File: config.mk
export PLATFORM = sky130hd
export DESIGN_NAME = sr_pulse_sequencer
export DESIGN_NICKNAME = d
export VERILOG_FILES = /design/src/rtl/sr_pulse_seq_pkg.sv /design/src/rtl/sr_pulse_timer.sv /design/src/rtl/sr_pulse_sequencer.sv
export SDC_FILE = /design/constraint.sdc
export NUM_CORES = 1
export LEC_CHECK = 0
export BUFFER_PORTS_ARGS = -buffer_cell sky130_fd_sc_hd__buf_2
export CAP_MARGIN = 10
export CORE_MARGIN = 1
export CORE_UTILIZATION = 50
export CTS_BUF_LIST = sky130_fd_sc_hd__clkbuf_8 sky130_fd_sc_hd__clkbuf_16
export DETAILED_ROUTE_END_ITERATION = 10
export GPL_TIMING_DRIVEN = 0
export PLACE_DENSITY = 0.73
export SYNTH_ARGS = -nofsm -noshare
export SYNTH_HDL_FRONTEND = slang
export SYNTH_SLANG_ARGS = --single-unit
File: constraint.sdc
create_clock -name clk -period 3.8 [get_ports clk]
set_input_delay 0.76 -clock clk [delete_from_list [all_inputs] [get_ports clk]]
set_output_delay 0.76 -clock clk [all_outputs]
set_load 0.01 [all_outputs]
File: src/rtl/sr_pulse_seq_pkg.sv
// Shared types and constants for the SR pulse sequencer.
package sr_pulse_seq_pkg;

  localparam int CNT_W = 8;

  typedef enum logic [1:0] {
    OP_NOP    = 2'b00,
    OP_SET    = 2'b01,
    OP_RESET  = 2'b10,
    OP_TOGGLE = 2'b11
  } op_e;

  typedef enum logic [1:0] {
    ST_IDLE  = 2'b00,
    ST_PULSE = 2'b01,
    ST_DEAD  = 2'b10
  } state_e;

endpackage

File: src/rtl/sr_pulse_timer.sv
// Load/decrement down-counter; done is high while the count sits at zero.
module sr_pulse_timer
  import sr_pulse_seq_pkg::*;
(
  input  logic             clk,
  input  logic             rst_n,
  input  logic             load,
  input  logic [CNT_W-1:0] load_val,
  output logic             done
);

  logic [CNT_W-1:0] cnt;

  always_ff @(posedge clk or negedge rst_n) begin
    if (!rst_n)           cnt <= '0;
    else if (load)        cnt <= load_val;
    else if (cnt != '0)   cnt <= cnt - 1'b1;
  end

  assign done = (cnt == '0);

endmodule

File: src/rtl/sr_pulse_sequencer.sv
// Timed, mutually exclusive s/r pulse generator for the gate-level SR flip-flop.
// Optional q_fb/fb_err feedback check is built when SR_PULSE_SEQ_FB_CHECK_EN is defined.
module sr_pulse_sequencer
  import sr_pulse_seq_pkg::*;
#(
  parameter int PULSE_W = 2,
  parameter int DEAD_W  = 1
) (
  input  logic       clk,
  input  logic       rst_n,
`ifdef SR_PULSE_SEQ_FB_CHECK_EN
  input  logic       q_fb,
  output logic       fb_err,
`endif
  input  logic       cmd_valid,
  input  logic [1:0] cmd_op,
  output logic       cmd_ready,
  output logic       s,
  output logic       r,
  output logic       busy,
  output logic       q_exp
);

  generate
    if (PULSE_W < 1 || PULSE_W > 255 || DEAD_W < 0 || DEAD_W > 255) begin : g_bad_param
      $error("sr_pulse_sequencer: PULSE_W must be 1..255 and DEAD_W 0..255");
    end
  endgenerate

  localparam logic [CNT_W-1:0] PULSE_LD = CNT_W'(PULSE_W - 1);
  localparam logic [CNT_W-1:0] DEAD_LD  = (DEAD_W == 0) ? '0 : CNT_W'(DEAD_W - 1);

  state_e           state, state_n;
  op_e              op_q, op_n;
  logic             s_n, r_n, q_exp_n;
  logic             tmr_load, tmr_done;
  logic [CNT_W-1:0] tmr_val;

  sr_pulse_timer u_timer (
    .clk      (clk),
    .rst_n    (rst_n),
    .load     (tmr_load),
    .load_val (tmr_val),
    .done     (tmr_done)
  );

  always_ff @(posedge clk or negedge rst_n) begin
    if (!rst_n) begin
      state <= ST_IDLE;
      op_q  <= OP_NOP;
      s     <= 1'b0;
      r     <= 1'b0;
      q_exp <= 1'b0;
    end else begin
      state <= state_n;
      op_q  <= op_n;
      s     <= s_n;
      r     <= r_n;
      q_exp <= q_exp_n;
    end
  end

  always_comb begin
    state_n  = state;
    op_n     = op_q;
    s_n      = s;
    r_n      = r;
    q_exp_n  = q_exp;
    tmr_load = 1'b0;
    tmr_val  = '0;
    case (state)
      ST_IDLE: begin
        // NOP is consumed here without leaving IDLE
        if (cmd_valid && cmd_op != OP_NOP) begin
          if (cmd_op == OP_TOGGLE) op_n = q_exp ? OP_RESET : OP_SET;
          else                     op_n = op_e'(cmd_op);
          s_n      = (op_n == OP_SET);
          r_n      = (op_n == OP_RESET);
          state_n  = ST_PULSE;
          tmr_load = 1'b1;
          tmr_val  = PULSE_LD;
        end
      end
      ST_PULSE: begin
        if (tmr_done) begin
          s_n     = 1'b0;
          r_n     = 1'b0;
          q_exp_n = (op_q == OP_SET);
          if (DEAD_W == 0) begin
            state_n = ST_IDLE;
          end else begin
            state_n  = ST_DEAD;
            tmr_load = 1'b1;
            tmr_val  = DEAD_LD;
          end
        end
      end
      ST_DEAD: begin
        if (tmr_done) state_n = ST_IDLE;
      end
      default: begin
        state_n = ST_IDLE;
        s_n     = 1'b0;
        r_n     = 1'b0;
      end
    endcase
  end

  assign cmd_ready = (state == ST_IDLE);
  assign busy      = (state != ST_IDLE);

`ifdef SR_PULSE_SEQ_FB_CHECK_EN
  // Sample q_fb on the edge that returns to IDLE, against the post-update shadow.
  logic fb_chk;
  assign fb_chk = tmr_done && (state == ST_DEAD || (state == ST_PULSE && DEAD_W == 0));

  always_ff @(posedge clk or negedge rst_n) begin
    if (!rst_n)                        fb_err <= 1'b0;
    else if (fb_chk && q_fb != q_exp_n) fb_err <= 1'b1;
  end
`endif

endmodule

== Yosys cells after proc, flatten, opt, wreduce, memory -nomap -nowiden ==
Cells that the tools add are included.
Operators by class
  add/sub/neg operators: 1
  muxes and demuxes: 20
  reduce and logical (&&, ||, !) cells: 11
  bitwise logic cells: 1
  magnitude comparators: 0
  equal/unequal tests: 9
  div/mod/pow operators: 0
  shifts and indexed selects: 0
  $mul: 0
Operators with widths (count)
  $mux W8: 2
  $mux W2: 7
  $logic_not A8 Y1: 1
  $reduce_bool A8 Y1: 1
  $sub A8 B1 Y8 const B: 1
  $mux W1: 7
  $eq A2 B1 Y1 const B: 3
  $eq A2 B2 Y1 const B: 3
  $pmux W1 S3: 2
  $pmux W2 S3: 1
  $reduce_and A3 Y1: 2
  $reduce_bool A2 Y1: 3
  $ne A2 B2 Y1 const B: 2
  $reduce_and A2 Y1: 2
  $logic_not A2 Y1: 1
  $ne A2 B1 Y1 const B: 1
  $pmux W1 S2: 1
  $logic_and A1 B1 Y1: 1
  $not A1 Y1: 1
Word-level totals
  latch bits: 0
  logic and storage cells: 48
  flip-flop bits (word level): 15
  bits in read-only memories: 0
  memory bits (writable): 0
  memories kept: 0
  output and inout port bits: 5

== Longest topological paths before layout ==
  word-level depth: 7
  mapped depth: 6
  gate-level depth less buffers: 5

== Modules after synthesis ==
Synthesis repeated with hierarchy kept, for this count alone.
Second synthesis, totals
  cell total of the unflattened synthesis: 88
  area, all modules: 810.8 sq um
By module, submodules not included
  sr_pulse_timer: sequential area each 200.2 sq um, cells each 54, area each 476.7 sq um, times used 1
  sr_pulse_sequencer: sequential area each 175.2 sq um, cells each 34, area each 334.1 sq um, times used 1

== Worst setup path after synthesis ==
Ideal clock, no wire load.
  path kind: flip-flop to flip-flop
  from: register u_timer.cnt[3]
  to: register u_timer.cnt[6]
  slack: 2.020 ns
  arrival: 1.698 ns
  library setup time: 0.082 ns
  stages on the path, launching flop included: 6
  cells stage by stage: dfrtp_1 -> buf_6 -> or4_4 -> buf_6 -> or4_4 -> a22oi_2
On the way
  cells in the longest elaborated chain, start to end: 4
  elaborated cells between the ends (all ways): 8
  classes of those cells: add/sub: 1; mux: 4; reduce/logical: 3
RTL lines
  from (decl): line sr_pulse_timer.sv:12  | logic [CNT_W-1:0] cnt;
  from (signal assigned): line sr_pulse_timer.sv:16  | else if (load) cnt <= load_val;
  from (signal assigned): line sr_pulse_timer.sv:17  | else if (cnt != '0) cnt <= cnt - 1'b1;
  branches (longest 4 deep; another with $sub A8 B1 Y8)
Several ways; the timed one is not identified. The select of a mux whose other input is x is not followed.
A chain may end at the register's enable or synchronous reset.

== Worst setup path in the final report ==
  from: register state[0]
  to: output busy
On the way
  cells in the longest elaborated chain, start to end: 1
RTL lines
  from (decl): line sr_pulse_sequencer.sv:33  | state_e state, state_n;
  from (signal assigned): line sr_pulse_sequencer.sv:55  | state <= state_n;
  $reduce_bool A2 Y1: line sr_pulse_sequencer.sv:110  | assign busy = (state != ST_IDLE);
  to (decl): line sr_pulse_sequencer.sv:20  | output logic busy,
Every way passes these cells.

==> flow_summary.ini <==
[floorplanning]
die_w_um = 43.5
io_pins = 10
core-area_mm2 = 0.00156
die_area_mm2 = 0.00189
initial_core_util_pct = 55.2
num_rows = 14
die_y_um = 43.5

[timing]
finalSetupViolations = 0
timing.hold.ws_ns = 0.394
rsz0062_at_grt = false
period_share_pct = 53.4
finalMaxSlewViolations = 0
finClkSkew_ns = 0.00229
tightest_slew_ns = 0.657
hold_viol_final = 0
tns_ns = 0
period_needed_ns = 2.03
fmax_ghz = 0.493
slew_headroom_pct = 56.1

[worst_setup_path]
path_cells = clkbuf_1, nor2_1, inv_1, buf_2
required_ns = 3.04
cp.arrival_ns = 1.27
critPathCaptureType = output port
ff2ff_path_depth = 5
worstPathMaxFanout = 10
max_stage_delay_ns = 0.38
cp_slowest_cell = dfrtp_1
worstSetupStartpointType = flip-flop
path_class = flip-flop to output port

[min_path]
hp-class = input pin to asynchronous set/reset pin

[logic_synthesis]
synth_fp_nets = 94
yosysWarnings = 0
netlist_instances = 87
synth_top_cell_area_share_pct = 43.6
postSynthAreaPerCell_um2 = 9.89
synth_area_leaders = dfrtp_1 (44%), o21ai_0 (4.7%), inv_1 (4.4%)
yosys.area.top_type = dfrtp_1
syn_area_um2 = 861
synth-seq-cells = 15
synth_cell_types = 35
yosysSeqAreaShare_pct = 43.6

[clock_network]
ctsResizeCount = 0
cts_root_buf = clkbuf_8
clkLatencyLatePin_ns = 0.25
clock_sinks = 15
path_clk_slew_ns = 0.06
clock_path_buffers = 2
cts_made_buffers = 3
post_cts_buffers = 0
holdBufCountCts = 0
cts_tree = done
h-tree-depth = 1

[global_routing]
grt_util_all_layers_pct = 22.4
grt_pass1_vias = 654
antenna_found_initial = 0
grt_pass1_wl_um = 3100
grt_max_degree = 16
grt_remaining_overflow = 0

[drt]
wirelength_um = 1760
wl_per_cell_um = 15.1
vias_per_cell = 6.28
num_vias = 729
drt-initial-drc-count = 20
drtPass1Iterations = 4
drc = 0
ant_nets = 0

[placement]
dpl.cell_count = 112
place_congestion = 0.846
port_buffers = 9
dpl_cell_area_um2 = 926
dpl.hpwl_um = 1210

[final_layout]
stdcell_count = 116
syn2layout_area_growth_pct = 12.8
finalInstanceArea_um2 = 971
antenna_cells = 0
final_nets = 108
drive_above_1_share_pct = 21.0

[power]
vdd_drop_max_mv = 0.412
cellLeakagePower_nw = 0.435
p_per_area_mw_per_mm2 = 811
total_power_uw = 787

[flow_run]
maxCapViolCount = 0

[run_status]
status = finished, final reports clean
## registers in the layout (all words and copies together), names as in the netlist
signal / count
u_timer.cnt: 8
op_q: 2
state: 2
q_exp: 1
r: 1
s: 1
## worst max-delay path: cells and delay by family (launching register included)
kind                   cells  cell delay [ns]
buffers and inverters      3             0.41
flip-flops                 1             0.38
AND/OR/NAND/NOR            1             0.24
## cell usage in the layout, fill, tap and decap left out, types with 3 or more instances in the layout
cell type and n:
clkbuf_8 3, dfrtp_1 15, inv_1 11, o21ai_0 8, nand2_1 3, a22oi_1 4, buf_2 9, nor2b_1 3
nor3_1 3, or4_1 3, nor2_1 4
## report_power, final
group          switching, mW  internal [mW]
sequential            0.0602          0.229
combinational          0.200          0.170
clock                 0.0572         0.0716
## final cells by class
class	count	area [um^2]
clock inverter	1	3.75
buffer	4	30.0
timing repair buffer	9	45.0
sequential	15	375
fill	137	588
clock buffer	3	41.3
tap	16	20.0
inverter	10	37.5
multi-input combinational	58	418
## through the flow
| step | utilization [%] | worst slack, ns |
|---|---|---|
| finish | 62.3 | 1.77 |
| global route | 62.3 | 1.62 |
| CTS | 62.3 | 1.77 |
| detailed placement | 59.4 | 1.88 |
| global placement | 59.4 | 1.80 |
| floorplan | - | 2.02 |
## cell usage after synthesis
master and count:
a2111oi_0 1, a211o_1 2, a211oi_1 2, a221oi_1 1, a22oi_1 4, a22oi_2 1
buf_6 2, clkbuf_1 2, dfrtp_1 15, ha_1 2, inv_1 10, mux2_2 1
nand2_1 3, nand2b_1 1, nand3_1 1, nand4_1 1, nor2_1 4, nor2b_1 3
nor3_1 3, nor3b_1 1, nor4_1 1, nor4b_1 1, o2111ai_1 1, o211ai_1 2
o21ai_0 8, o22ai_2 1, o2bb2a_1 1, o311ai_0 2, o31ai_1 1, or2_2 1
or3_1 1, or3b_2 1, or4_1 3, or4_4 2, or4bb_1 1
## final timing paths
kind	from	endpoint	slack, ns
worst max-delay path	state[0]	busy	1.77
worst min-delay path	rst_n	s	0.39
worst max register to register	u_timer.cnt[0]	q_exp	1.90
worst min register to register	s	s	0.56
max in group asynchronous	rst_n	u_timer.cnt[4]	3.16
min in group clk	s	s	0.56
## per-layer routing
layer	track usage (%)	share of wire [%]
met4	6.25	0.74
met5	0	0
met1	34.5	51
met3	5.42	4.4
met2	31.2	44
## cells by family after synthesis
family          synth area share [%]
simple gates                    20.6
compound gates                  23.7
flops                           43.6
buf+inv                         7.85
fa+ha+maj                       2.91
mux                             1.31
(Power assumes the default switching activity.)
